$ cat src/rtl/fifo_prefetch_fwft.sv
// First-word-fall-through adapter in front of a standard-read FIFO with configurable read latency.
// Optional macro FIFO_PREFETCH_ERR_EN adds a sticky Underrun output.
module fifo_prefetch_fwft #(
    parameter int DataWidth      = 8,
    parameter int DataCountWidth = 3,
    parameter int ReadLatency    = 1,
    parameter int PrefetchDepth  = 2
) (
    input  logic                      Clk,
    input  logic                      Reset,
    input  logic                      Empty,
    input  logic [DataWidth-1:0]      RdData,
    input  logic [DataCountWidth-1:0] DataCountIn,
    output logic                      Read,
    input  logic                      Unload,
    output logic                      Valid,
    output logic [DataWidth-1:0]      Data,
`ifdef FIFO_PREFETCH_ERR_EN
    output logic                      Underrun,
`endif
    output logic [DataCountWidth-1:0] DataCountOut
);

    localparam int PtrWidth = (PrefetchDepth > 1) ? $clog2(PrefetchDepth) : 1;
    localparam int CntWidth = $clog2(PrefetchDepth + 1);

    logic [DataWidth-1:0]   buffer [PrefetchDepth];
    logic [PtrWidth-1:0]    wr_ptr;
    logic [PtrWidth-1:0]    rd_ptr;
    logic [CntWidth-1:0]    occ;
    logic [CntWidth-1:0]    in_flight_cnt;
    logic [ReadLatency-1:0] in_flight;
    logic                   pop;
    logic                   land;
    int                     credit;

    // Explicit compare-and-clear so non-power-of-two depths wrap correctly.
    function automatic logic [PtrWidth-1:0] ptr_inc(input logic [PtrWidth-1:0] p);
        return (p == PtrWidth'(PrefetchDepth - 1)) ? '0 : p + PtrWidth'(1);
    endfunction

    assign pop   = Unload & Valid;
    assign land  = in_flight[ReadLatency-1];
    assign Valid = (occ != '0);
    assign Data  = buffer[rd_ptr];

    always_comb begin
        in_flight_cnt = '0;
        for (int i = 0; i < ReadLatency; i++) begin
            in_flight_cnt = in_flight_cnt + CntWidth'(in_flight[i]);
        end
    end

    // A same-cycle pop frees its slot, so a steady pop stream keeps reads continuous.
    always_comb begin
        credit = int'(occ) + int'(in_flight_cnt) - int'(pop);
        Read   = ~Reset & ~Empty & (credit < PrefetchDepth);
    end

    // NOTE: sequential state uses non-blocking assignments so every register sees pre-edge values.
    always_ff @(posedge Clk) begin
        if (Reset) begin
            wr_ptr    <= '0;
            rd_ptr    <= '0;
            occ       <= '0;
            in_flight <= '0;
        end else begin
            in_flight <= (in_flight << 1) | ReadLatency'(Read);
            if (land) wr_ptr <= ptr_inc(wr_ptr);
            if (pop)  rd_ptr <= ptr_inc(rd_ptr);
            occ <= occ + CntWidth'(land) - CntWidth'(pop);
        end
    end

    // NOTE: storage is not reset; occ gates its visibility, which keeps it plain RAM/flops.
    always_ff @(posedge Clk) begin
        if (land && !Reset) begin
            buffer[wr_ptr] <= RdData;
        end
    end

    assign DataCountOut = DataCountIn + DataCountWidth'(occ) + DataCountWidth'(in_flight_cnt);

`ifdef FIFO_PREFETCH_ERR_EN
    always_ff @(posedge Clk) begin
        if (Reset) begin
            Underrun <= 1'b0;
        end else if (Unload && !Valid) begin
            Underrun <= 1'b1;
        end
    end
`endif

endmodule

$ cat config.mk
export PLATFORM = sky130hd
export DESIGN_NAME = fifo_prefetch_fwft
export DESIGN_NICKNAME = d
export VERILOG_FILES = /design/src/rtl/fifo_prefetch_fwft.sv
export SDC_FILE = /design/constraint.sdc
export NUM_CORES = 1
export LEC_CHECK = 0
export CORE_ASPECT_RATIO = 1.25
export CORE_UTILIZATION = 40
export CTS_BUF_LIST = sky130_fd_sc_hd__clkbuf_8 sky130_fd_sc_hd__clkbuf_16
export DETAILED_ROUTE_END_ITERATION = 10
export PLACE_DENSITY = 0.76
export SYNTH_ARGS = -nofsm -noshare
export SYNTH_HDL_FRONTEND = slang
export SYNTH_SLANG_ARGS = --single-unit
$ cat constraint.sdc
create_clock -name Clk -period 6.65 [get_ports Clk]
set_input_delay 1.33 -clock Clk [delete_from_list [all_inputs] [get_ports Clk]]
set_output_delay 1.33 -clock Clk [all_outputs]
set_load 0.01 [all_outputs]
==> impl_metrics.toml <==
[critical_path]
crit_buf_inv = 3
critical_path_required_ns = 5.32
cpLargestDelayFamily = "buffers and inverters"
worst-setup-path-type = "input port to output pin"
worst-path-max-fanout = 4
slowest_stage = "clkdlybuf4s50_1"
setup.worst_path.end_class = "output pin"
start_kind = "input port"
critPathMaxStageDelay_ns = 0.53
path_cells = "clkdlybuf4s50_1 > o21ai_4 > xnor2_1 > ha_1 > inv_1 > fa_1 > nor3b_2 > a22o_1 > clkdlybuf4s50_1"
crit_arrival_ns = 3.67
path_common_cell = "clkdlybuf4s50_1"

[detailed_routing]
num_vias = 604
first_pass_iters = 2
drc = 0
detail_route.vias_per_cell = 4.72
routed_wirelength_mm = 1.51
drt_first_iter_violations = 2
wl_per_cell_um = 11.8
drt.antenna.violating_nets = 0

[global_route]
grt_max_degree = 14
grtUsageTotal_pct = 12.8
overflow = 0
number_of_global_route_vias_before_repair = 630
number_of_antenna_violations_at_the_first_check_in_global_routing = 0
wire_length_of_the_first_global_routing_pass_mm = 2.48

[cts]
cts_max_path_buffers = 2
clk-insertion-delay-late_ns = 0.25
cts_setup_buffers = 0
tritoncts_num_sinks = 22
tritoncts = "built"
inserted_clock_buffers = 3
depth_of_the_cts_h_tree = 1
clockRootBuffer = "clkbuf_8"
post_cts_hold_buffer_count = 0
clock_input_transition_at_the_sequential_cells_of_the_worst_setup_and_hold_paths_ns = 0.07
cts_repair_resize_count = 0

[place]
dp.cells = 124
port_buffers = 27
dp_hpwl_mm = 1.17
gpl.final_weighted_congestion = 0.662

[synthesis]
syn-cell-area_sq_um = 995
synth-seq-area-share_pct = 60.4
synth.most_common_cell = "edfxtp_1"
mapped_nets = 88
yosysUniqueCellTypes = 18
number_of_synthesized_flops_with_an_enable_pin = 16
synth_top_cells_by_area = "edfxtp_1 (48%), dfxtp_1 (12%), mux2_2 (9.1%)"
dominantRegCellSynth = "edfxtp_1"
synth-async-reset-ratio_pct = 0
avgSynthCellArea_sq_um = 14.8
total_of_flip_flops_plus_latches_after_synthesis = 22
synthDominantCellAreaShare_pct = 48.3
synth_top_cells_by_count = "edfxtp_1 (16), inv_1 (8), mux2_2 (8)"
synth_warnings = 0
yosys.area.top_type = "edfxtp_1"
postSynthCellCount = 67

[cells_and_area]
final_layout_size_suffix_gt1_share_pct = 17.5
nNetsFinal = 119
diodes = 0
areaGrowthSynthToFinish_pct = 38.0
finish.cell_count_without_fillers = 128

[power_and_ir_drop]
power-per-cell-area_nw_per_um2 = 342
worst_ir_drop_vdd_uv = 184
cellLeakagePower_uw = 0.000503

[die]
placement_rows = 19
core_area_sq_um = 2280
pin_count = 28
die_area_sq_um = 2690
initial_utilization_pct = 43.6
overall_die_height_um = 57.8
die_x_um = 46.6

[min_path]
min-delay-path-class = "flip-flop to flip-flop"

[sta]
skew_ns = 0.00491
slew_viol_final = 0
rsz0062_at_grt = "false"
final_worst_path_period_share_pct = 75.2
timing.max_slew.rel_slack_pct = 24.7
hold_violations = 0
total_of_endpoints_with_negative_setup_slack_in_the_final_report = 0
max_freq_ghz = 0.200
setup_total_negative_slack_ns = 0
finalWorstPathRequiredPeriod_ns = 5.00
timing_worst_slew_pin_value_ns = 1.12

[run_status]
outcome = "complete, no violations"

[job]
drv_cap = 0
-- state kept, by name, indices dropped and copies added (netlist names), named ones only --
signal,flops
in_flight,1
occ,2
wr_ptr,1
rd_ptr,1
buffer,16
-- final timing paths --
path                            slack [ns]  cells after the start         to   start
worst max-delay path                  1.65                      9       Read  Unload
worst min-delay path                  0.57                      2     wr_ptr  wr_ptr
worst max register to register        4.72                      7  in_flight  occ[1]
worst min register to register        0.57                      2     wr_ptr  wr_ptr
-- metrics by stage --
| step | hold slack, ns | util (%) | cell area (sq um) | power [uW] | setup slack, ns |
|---|---|---|---|---|---|
| after global routing | 0.584 | 60.1 | 1370 | 496 | 1.55 |
| after CTS | 0.568 | 60.1 | 1370 | 476 | 1.64 |
| after detailed placement | 0.550 | 57.0 | 1300 | 356 | 1.64 |
| final | 0.569 | 60.1 | 1370 | 470 | 1.65 |
| after floorplan | 0.499 | - | 995 | 281 | 2.73 |
| after global placement | 0.514 | 57.0 | 1300 | 352 | 1.69 |
-- cells by family after synthesis --
| kind of cell | synth area share [%] |
|---|---|
| compound gates | 4.15 |
| xor+xnor | 3.52 |
| fa+ha+maj | 9.81 |
| buf+inv | 4.03 |
| flops | 60.4 |
| mux | 12.1 |
| simple gates | 6.04 |
-- where the power goes --
part	internal, uW	switching (uW)	total [uW]
Clock	80.3	39.4	120
Combinational	101	61.2	162
Sequential	169	18.7	188
Total	350	119	470
-- worst reg2reg max path, delay by kind of cell, from the launching register on --
family | cells | cell delay (ns)
xor gates and xnor gates | 1 | 0.15
buffers and inverters | 1 | 0.05
adders and majority gates | 2 | 0.63
DFF | 1 | 0.39
and+or+nand+nor | 1 | 0.18
AOI/OAI and AO/OA | 2 | 0.44
-- layout make-up --
| cell class | count | area [sq um] |
|---|---|---|
| clock buffers | 3 | 41.3 |
| inverters | 8 | 30.0 |
| multi-input cells | 35 | 354 |
| repair buffers | 28 | 278 |
| flip-flops and latches | 22 | 601 |
| fillers | 203 | 910 |
| clock inverters | 1 | 30.0 |
| well taps | 31 | 38.8 |
-- layer usage --
| metal | vias up | routed length [um] | GRT usage, % |
|---|---|---|---|
| li1 | 289 | - | - |
| met3 | 2 | 116 | 3.43 |
| met4 | 0 | 19 | 6.30 |
| met1 | 290 | 577 | 12.9 |
| met2 | 23 | 796 | 23.0 |
| met5 | - | 0 | 0 |
-- cells in the final DEF, fill, tap and decap left out, drive strengths merged, types with 2 or more instances in the layout --
cell           netlist  layout
fa                   3       3
mux2                10      10
a22o                 2       2
edfxtp              16      16
dfxtp                6       6
nor2                 5       5
ha                   3       3
inv                  8       8
nor2b                2       2
clkdlybuf4s50        0      27
clkbuf               0       3
nor3b                2       2
xnor2                4       4
No activity file was read; power rests on OpenSTA's default activity.
